[src/rtl/loop_iterator.sv]
// Bounded multi-pass index generator: sweeps start_value toward limit_value by step,
// repeats the sweep pass_count times, then pulses done.
module loop_iterator #(
  parameter int COUNTER_WIDTH = 6,
  parameter int PASS_WIDTH    = 4
) (
  input  logic                     clock,
  input  logic                     reset,
  input  logic                     clear,
  input  logic                     start,
  input  logic                     clock_enable,
  input  logic                     direction,
  input  logic [COUNTER_WIDTH-1:0] start_value,
  input  logic [COUNTER_WIDTH-1:0] limit_value,
  input  logic [COUNTER_WIDTH-1:0] step,
  input  logic [PASS_WIDTH-1:0]    pass_count,
  output logic [COUNTER_WIDTH-1:0] iterator,
  output logic                     busy,
  output logic                     last,
  output logic                     wrapped,
  output logic                     done
);

  typedef enum logic {IDLE, RUN} state_t;

  state_t                   state;
  logic                     cfg_dir;
  logic [COUNTER_WIDTH-1:0] cfg_start;
  logic [COUNTER_WIDTH-1:0] cfg_limit;
  logic [COUNTER_WIDTH-1:0] cfg_step;
  logic [PASS_WIDTH-1:0]    pass_left;
  logic [COUNTER_WIDTH:0]   ext_iter;
  logic [COUNTER_WIDTH:0]   ext_step;
  logic [COUNTER_WIDTH:0]   ext_limit;
  logic                     terminal;

  // One extra bit so the bound test sees the true sum/difference, never a wrapped one.
  always_comb begin
    ext_iter  = {1'b0, iterator};
    ext_step  = {1'b0, cfg_step};
    ext_limit = {1'b0, cfg_limit};
    if (cfg_dir)
      terminal = ext_iter < (ext_step + ext_limit);
    else
      terminal = (ext_iter + ext_step) > ext_limit;
  end

  assign last = busy & terminal;

  always_ff @(posedge clock or negedge reset) begin
    if (!reset) begin
      state     <= IDLE;
      iterator  <= '0;
      busy      <= 1'b0;
      wrapped   <= 1'b0;
      done      <= 1'b0;
      pass_left <= '0;
      cfg_dir   <= 1'b0;
      cfg_start <= '0;
      cfg_limit <= '0;
      cfg_step  <= '0;
    end else begin
      wrapped <= 1'b0;
      done    <= 1'b0;
      if (clear) begin
        state     <= IDLE;
        iterator  <= '0;
        busy      <= 1'b0;
        pass_left <= '0;
        cfg_dir   <= 1'b0;
        cfg_start <= '0;
        cfg_limit <= '0;
        cfg_step  <= '0;
      end else begin
        case (state)
          IDLE: begin
            if (start) begin
              cfg_dir   <= direction;
              cfg_start <= start_value;
              cfg_limit <= limit_value;
              cfg_step  <= (step == '0) ? COUNTER_WIDTH'(1) : step;
              iterator  <= start_value;
              pass_left <= pass_count;
              busy      <= 1'b1;
              state     <= RUN;
            end
          end
          RUN: begin
            if (clock_enable) begin
              if (!terminal) begin
                iterator <= cfg_dir ? (iterator - cfg_step) : (iterator + cfg_step);
              end else if (pass_left == PASS_WIDTH'(1)) begin
                state <= IDLE;
                busy  <= 1'b0;
                done  <= 1'b1;
              end else begin
                // A zero pass counter means free-running: it is never decremented.
                iterator <= cfg_start;
                wrapped  <= 1'b1;
                if (pass_left != '0)
                  pass_left <= pass_left - PASS_WIDTH'(1);
              end
            end
          end
          default: state <= IDLE;
        endcase
      end
    end
  end

endmodule

[config.mk]
export PLATFORM = sky130hd
export DESIGN_NAME = loop_iterator
export DESIGN_NICKNAME = d
export VERILOG_FILES = /design/src/rtl/loop_iterator.sv
export SDC_FILE = /design/constraint.sdc
export NUM_CORES = 1
export LEC_CHECK = 0
export CORE_AREA = 2 2 73 75
export CTS_CLUSTER_SIZE = 12
export DETAILED_ROUTE_END_ITERATION = 6
export DIE_AREA = 0 0 75 77
export PLACE_DENSITY = 0.77
export REMOVE_ABC_BUFFERS = 1
export SYNTH_ARGS = -nofsm -noshare
export SYNTH_HDL_FRONTEND = slang
export SYNTH_SLANG_ARGS = --single-unit
[constraint.sdc]
create_clock -name clock -period 3.85 [get_ports clock]
set_input_delay 0.5775 -clock clock [delete_from_list [all_inputs] [get_ports clock]]
set_output_delay 0.5775 -clock clock [all_outputs]
set_load 0.1 [all_outputs]
==> impl_metrics.json, run 1 <==
{
  "boundaryPins": 38,
  "crit_path_top_delay_cell": "sky130_fd_sc_hd__dfrtp_2",
  "die_width_um": 75,
  "grt_usage_pct": 24.0,
  "timing.final.hold_violations": 0,
  "detailedPlacementHpwl_um": 4610,
  "sequential_share_of_the_synthesized_area_pct": 31.9,
  "post_cts_hold_buffer_count": 0,
  "routed_wire_length_per_instance_um": 15.2,
  "setup.reg_to_reg.worst_slack_ns": 0.27,
  "grt_pass1_wl_um": 10700,
  "synthDominantAreaCellType": "sky130_fd_sc_hd__dfrtp_1",
  "syn_area_cell_um2": 8.60,
  "power.share.sequential_pct": 28.5,
  "worst_clock_skew_ns": 0.00245,
  "hold_end": "cfg_start[1]$_DFFE_PN0P_",
  "grt_start_max_net_pins": 34,
  "path_clk_slew_ns": 0.07,
  "floorplan.die_area_mm2": 0.00578,
  "drt-vias-per-instance": 5.44,
  "worstReg2RegEnd": "iterator[0]$_DFFE_PN0P_",
  "intPower_mw": 0.875,
  "crit_path_cell_trace": "ha_1 -> fa_2 -> a211oi_2 -> o21a_1 -> ha_1 -> and3_1 -> a21boi_1 -> o31ai_2 -> a22oi_2 -> and2_4 -> buf_12",
  "synthesis.instances": 301,
  "slowest_delay_ns": 0.44,
  "synth_largest_type_area_fraction_pct": 31.9,
  "clk_root_buffer_cell": "sky130_fd_sc_hd__clkbuf_8",
  "drt_iter0_drc": 130,
  "cts_tree": "done",
  "synth.area.top_cells": "sky130_fd_sc_hd__dfrtp_1 32%, sky130_fd_sc_hd__ha_1 15%, sky130_fd_sc_hd__nand2_1 6.8%, sky130_fd_sc_hd__a21oi_1 6.6%, sky130_fd_sc_hd__xnor2_1 3.7%",
  "timing.critical_path.buf_inv": 1,
  "nets": 407,
  "synth_cell_type_count": 47,
  "detailedRoute.firstPassIterationCount": 4,
  "grt.overflow.total": 0,
  "area_of_the_multi_input_gates_mm2": 0.00166,
  "rows": 26,
  "logic_depth_of_the_worst_register_to_register_path": 13,
  "hold_start": "cfg_start[1]$_DFFE_PN0P_",
  "post_synthesis_instance_area_mm2": 0.00259,
  "most_frequent_cells_in_the_layout": "47 x sky130_fd_sc_hd__nand2_1, 36 x sky130_fd_sc_hd__clkdlybuf4s50_1, 31 x sky130_fd_sc_hd__a21oi_1, 31 x sky130_fd_sc_hd__ha_1, 31 x sky130_fd_sc_hd__dfrtp_1",
  "synth_edf_count": 0,
  "routabilityCongestion": 0.842,
  "worstSkewPairLatency_ns": 0.29,
  "cp_data_required_time_ns": 3.27,
  "critical_path_peak_fanout": 4,
  "worst-endpoint-arrival_ns": 3.15,
  "max_cap_viol_count": 0,
  "wirelength_um": 6320,
  "initial_utilization_pct": 52.0,
  "diodes": 0,
  "post_route_cells_drive_above_1_share_pct": 10.7,
  "power.switching_mw": 0.647,
  "layout.filler_cells": 434,
  "finalCritPeriodShare_pct": 96.9,
  "power_density_normalized_to_cell_area_mw_per_mm2": 472,
  "crit_top_cell": "sky130_fd_sc_hd__ha_1",
  "share_comb_of_total_power_pct": 51.9,
  "clockPowerShare_pct": 19.6,
  "critPathCaptureType": "primary output",
  "setup_viol": 0,
  "ys.flop_type": "sky130_fd_sc_hd__dfrtp_1",
  "path_class": "flip-flop to primary output",
  "initial_antenna_violation_count": 0,
  "worstMarginPinSlew_ns": 0.970,
  "period_minus_slack_ns": 3.73,
  "final-instance-count-excl-fill": 416,
  "h-tree-depth": 2,
  "cts_buffers": 5,
  "maxSlewHeadroom_pct": 35.1,
  "worst_flop_to_flop_path_startpoint": "iterator[0]$_DFFE_PN0P_",
  "max_freq_mhz": 268,
  "drc_errors": 0,
  "p_leak_nw": 1.47,
  "commonest_non_fill_non_tap_cell_in_the_layout": "sky130_fd_sc_hd__nand2_1",
  "delay_heaviest_family_cp": "compound AO/OA/AOI/OAI gates",
  "holdCritPathClass": "flip-flop to flip-flop",
  "area.sequential_um2": 828,
  "dr_total_vias": 2265,
  "placement.setup.worst_slack_ns": 0.160,
  "setup_slack_ns": 0.120,
  "final_antenna_net_count": 0,
  "cts.sinks": 33,
  "netSwitchingFraction_pct": 42.5,
  "area_growth_syn_to_layout_pct": 24.5,
  "dp.cells": 405,
  "core_area_mm2": 0.00498,
  "vdd.ir_drop.worst_mv": 0.387,
  "worst_setup_path_start_kind": "flip-flop",
  "flip_flop_and_latch_count_after_synthesis": 33,
  "setup_tns_ns": 0,
  "numPortBuffers": 37,
  "maxSlewViolCount": 0,
  "min_delay_path_depth": 2,
  "die_height_um": 77,
  "ys_warn_count": 0,
  "post_synthesis_async_set_or_reset_flop_share_pct": 100,
  "status": "finished, final reports clean",
  "grt_pass1_vias": 2198,
  "p_total_mw": 1.52,
  "clock_path_buffers": 2
}
worst max path at each step:
stage                                  from                       to  depth (start not counted)
CTS                 cfg_step[0]$_DFFE_PN0P_                     last                         12
detailed placement  iterator[0]$_DFFE_PN0P_  iterator[4]$_DFFE_PN0P_                         13
global placement    iterator[0]$_DFFE_PN0P_  iterator[2]$_DFFE_PN0P_                         15
global route        iterator[0]$_DFFE_PN0P_                     last                         11
floorplan           iterator[1]$_DFFE_PN0P_                     last                         12
finish              iterator[0]$_DFFE_PN0P_                     last                         11
power groups by stage:
stage | Sequential [mW] | Combinational, mW | Clock, mW
after floorplan | 0.527 | 0.441 | 0
after global placement | 0.438 | 0.734 | 0
after detailed placement | 0.439 | 0.747 | 0
after CTS | 0.433 | 0.761 | 0.301
after global routing | 0.441 | 0.872 | 0.317
final | 0.434 | 0.789 | 0.298
tightest hold or removal path, delay by kind of cell, from the launching register on:
family	cells	cell delay [ns]
DFF	1	0.38
and+or+nand+nor	1	0.06
AOI/OAI and AO/OA	1	0.05
registers in the layout, summed over array words and instances (netlist names):
signal,flops
busy,1
cfg_dir,1
cfg_limit,6
cfg_start,6
cfg_step,6
done,1
iterator,6
pass_left,4
state,1
wrapped,1
synthesized netlist by cell type (all sizes together) (5+ instances only):
master / number
a21o: 8
nor2b: 5
nor3: 6
xnor2: 11
clkbuf: 5
a21oi: 34
nor2: 17
nand2b: 5
dfrtp: 33
o21ai: 16
buf: 7
a211oi: 6
inv: 20
nand2: 47
ha: 31
mux2i: 8
cell families (layout without fill, tap and decap cells):
family          after synthesis  count (layout)  share of synthesized area [%]
compound gates               84              84                           20.6
xor+xnor                     15              15                           5.07
fa+ha+maj                    34              34                           17.3
buf+inv                      32              77                           5.12
flops                        33              33                           31.9
mux                           9               9                           3.53
simple gates                 94              94                           16.4
cell type report:
| cell class | instances | share of cell area [%] |
|---|---|---|
| clock buffer | 7 | 2.99 |
| clock inverter | 1 | 0.155 |
| inverter | 20 | 2.33 |
| multi-input combinational | 236 | 51.5 |
| sequential | 33 | 25.7 |
| tap | 70 | 2.72 |
| timing repair buffer | 49 | 14.6 |
metal layers:
metal	up-vias	part of all wire (%)	wire (um)	global-route usage, %
li1	1137	-	-	-
met1	1073	46	2930	34.1
met2	46	48	3040	37.2
met3	9	3.7	234	3.94
met4	0	1.8	114	7.32
met5	-	0	0	0
per-stage QoR:
stage          utilization (%)  hold slack [ns]  cell area, um^2
5_1_grt                   64.7            0.561             3220
4_1_cts                   63.8            0.526             3170
3_3_place_gp              61.6            0.512             3070
6_report                  64.7            0.524             3220
2_1_floorplan                -            0.282             2530
3_5_place_dp              61.6            0.516             3070
timing repair:
item                                    in CTS  in global routing
buffers inserted                             0                  3
gates resized for setup                      2                 10
pin swaps                                    1                  8
endpoints found under the setup margin       1                  4
Note: power is estimated with default switching activity, not from simulation.
==> run 2: changes to the inputs <==
PLACE_DENSITY = 0.78   (was 0.77)
SLEW_MARGIN = 30   (was unset)
==> impl_metrics.json, run 2 (same netlist as run 1, synthesis figures left out) <==
{
  "numPortBuffers": 37,
  "initial_antenna_violation_count": 0,
  "crit_path_cell_trace": "ha_1 -> fa_2 -> a211oi_2 -> o21a_1 -> ha_1 -> and3_1 -> a21boi_1 -> o31ai_2 -> a22oi_2 -> and2_4 -> buf_12",
  "commonest_non_fill_non_tap_cell_in_the_layout": "sky130_fd_sc_hd__nand2_1",
  "worst-endpoint-arrival_ns": 3.11,
  "cts_buffers": 5,
  "floorplan.die_area_mm2": 0.00578,
  "detailedPlacementHpwl_um": 4560,
  "maxSlewViolCount": 0,
  "grt_pass1_vias": 2263,
  "timing.critical_path.buf_inv": 1,
  "maxSlewHeadroom_pct": 35.3,
  "grt_most_used_layer": "met2",
  "clock_path_buffers": 2,
  "die_height_um": 77,
  "globalRouteMet1Util_pct": 31.5,
  "grt.overflow.total": 0,
  "drt-vias-per-instance": 5.49,
  "hold-worst-slack_ns": 0.524,
  "postPlaceCellArea_mm2": 0.00307,
  "vdd.ir_drop.worst_mv": 0.326,
  "cts_tree": "done",
  "finalCritPeriodShare_pct": 95.8,
  "worst_setup_path_start_kind": "flip-flop",
  "initial_utilization_pct": 52.0,
  "drt_iter0_drc": 85,
  "p_total_mw": 1.56,
  "die_width_um": 75,
  "setup_slack_ns": 0.160,
  "h-tree-depth": 2,
  "max_cap_viol_count": 0,
  "dr_total_vias": 2278,
  "final_antenna_net_count": 0,
  "drc_errors": 0,
  "detailedRoute.firstPassIterationCount": 4,
  "nets": 406,
  "final-instance-count-excl-fill": 415,
  "boundaryPins": 38,
  "clk_root_buffer_cell": "sky130_fd_sc_hd__clkbuf_8",
  "diodes": 0,
  "setup_viol": 0,
  "cts.sinks": 33,
  "setup_tns_ns": 0,
  "post_route_cells_drive_above_1_share_pct": 9.57,
  "slowest_delay_ns": 0.44,
  "max_freq_mhz": 271,
  "most_frequent_cells_in_the_layout": "47 x sky130_fd_sc_hd__nand2_1, 36 x sky130_fd_sc_hd__clkdlybuf4s50_1, 33 x sky130_fd_sc_hd__dfrtp_1, 32 x sky130_fd_sc_hd__a21oi_1, 31 x sky130_fd_sc_hd__ha_1",
  "worst_clock_skew_ns": 0.0110,
  "routabilityCongestion": 0.821,
  "critical_path_peak_fanout": 5,
  "dp.cells": 405,
  "status": "finished, final reports clean",
  "core_area_mm2": 0.00498,
  "rows": 26,
  "routed_wire_length_per_instance_um": 14.6,
  "use_met3_pct": 3.42,
  "cp_data_required_time_ns": 3.27,
  "holdCritPathClass": "flip-flop to flip-flop",
  "wirelength_um": 6040,
  "path_class": "flip-flop to primary output",
  "grt_setup_unrepaired": "false",
  "placement.setup.worst_slack_ns": 0.145,
  "grt_pass1_wl_um": 10300,
  "final_util_pct": 65.0,
  "path_clk_slew_ns": 0.07,
  "worstSkewPairLatency_ns": 0.29,
  "power_density_normalized_to_cell_area_mw_per_mm2": 483,
  "area_growth_syn_to_layout_pct": 24.9,
  "critPathCaptureType": "primary output",
  "worstMarginPinSlew_ns": 0.967,
  "final_cell_area_mm2": 0.00323,
  "grt_start_max_net_pins": 34,
  "period_minus_slack_ns": 3.69,
  "crit_top_cell": "sky130_fd_sc_hd__ha_1",
  "post_cts_hold_buffer_count": 0,
  "timing.final.hold_violations": 0,
  "crit_path_top_delay_cell": "sky130_fd_sc_hd__dfrtp_1",
  "grt_usage_pct": 22.9,
  "groute.layer.met2.usage_pct": 37.0,
  "delay_heaviest_family_cp": "compound AO/OA/AOI/OAI gates",
  "p_leak_nw": 1.47
}
==> run 2: path summary, 6_finish.rpt <==
check / from / end / slack [ns] / cells past startpoint
worst min-delay path: cfg_start[1]$_DFFE_PN0P_ / cfg_start[1]$_DFFE_PN0P_ / 0.52 / 2
min in group asynchronous: reset / pass_left[0]$_DFFE_PN0P_ / 0.70 / 2
worst min register to register: cfg_start[1]$_DFFE_PN0P_ / cfg_start[1]$_DFFE_PN0P_ / 0.52 / 2
worst max-delay path: iterator[0]$_DFFE_PN0P_ / last / 0.16 / 11
max in group asynchronous: reset / cfg_limit[5]$_DFFE_PN0P_ / 2.83 / 2
worst max register to register: iterator[0]$_DFFE_PN0P_ / iterator[3]$_DFFE_PN0P_ / 0.23 / 14
==> run 2: timing repair <==
action                                  in CTS  in global routing
pin swaps                                    2                  3
gates resized for setup                      3                  8
buffers inserted                             1                  1
hold endpoints to repair                     0                  0
endpoints found under the setup margin       1                  7
==> run 2: final cells by class <==
| cell class | instances | area [um^2] |
|---|---|---|
| Timing Repair Buffer | 48 | 463 |
| Clock inverter | 1 | 30.0 |
| Inverter | 20 | 75.1 |
| Fill cell | 420 | 1740 |
| Tap cell | 70 | 87.6 |
| Clock buffer | 7 | 86.3 |
| Sequential cell | 33 | 826 |
| Multi-Input combinational cell | 236 | 1670 |
==> run 2: where the power goes <==
part | internal, mW | switching (mW) | leakage (nW)
Combinational | 0.327 | 0.459 | 0.970
Sequential | 0.385 | 0.0487 | 0.439
Clock | 0.211 | 0.131 | 0.0585
Total | 0.923 | 0.639 | 1.47
==> run 2: per-layer routing <==
layer | wire [um] | part of all wire (%)
met1 | 2810 | 46
met2 | 2940 | 49
met3 | 218 | 3.6
met4 | 73 | 1.2
met5 | 0 | 0
==> run 2: worst register-to-register path: stages, from the launching register on <==
cell	delay [ns]
sky130_fd_sc_hd__dfrtp_1	0.44
sky130_fd_sc_hd__ha_1	0.26
sky130_fd_sc_hd__fa_2	0.38
sky130_fd_sc_hd__a211oi_2	0.27
sky130_fd_sc_hd__o21a_1	0.17
sky130_fd_sc_hd__ha_1	0.23
sky130_fd_sc_hd__and3_1	0.19
sky130_fd_sc_hd__a21boi_1	0.14
sky130_fd_sc_hd__o31ai_2	0.31
sky130_fd_sc_hd__a22oi_2	0.12
sky130_fd_sc_hd__buf_4	0.15
sky130_fd_sc_hd__buf_4	0.18
sky130_fd_sc_hd__a41o_4	0.30
sky130_fd_sc_hd__a2111oi_2	0.30
sky130_fd_sc_hd__a21o_1	0.13
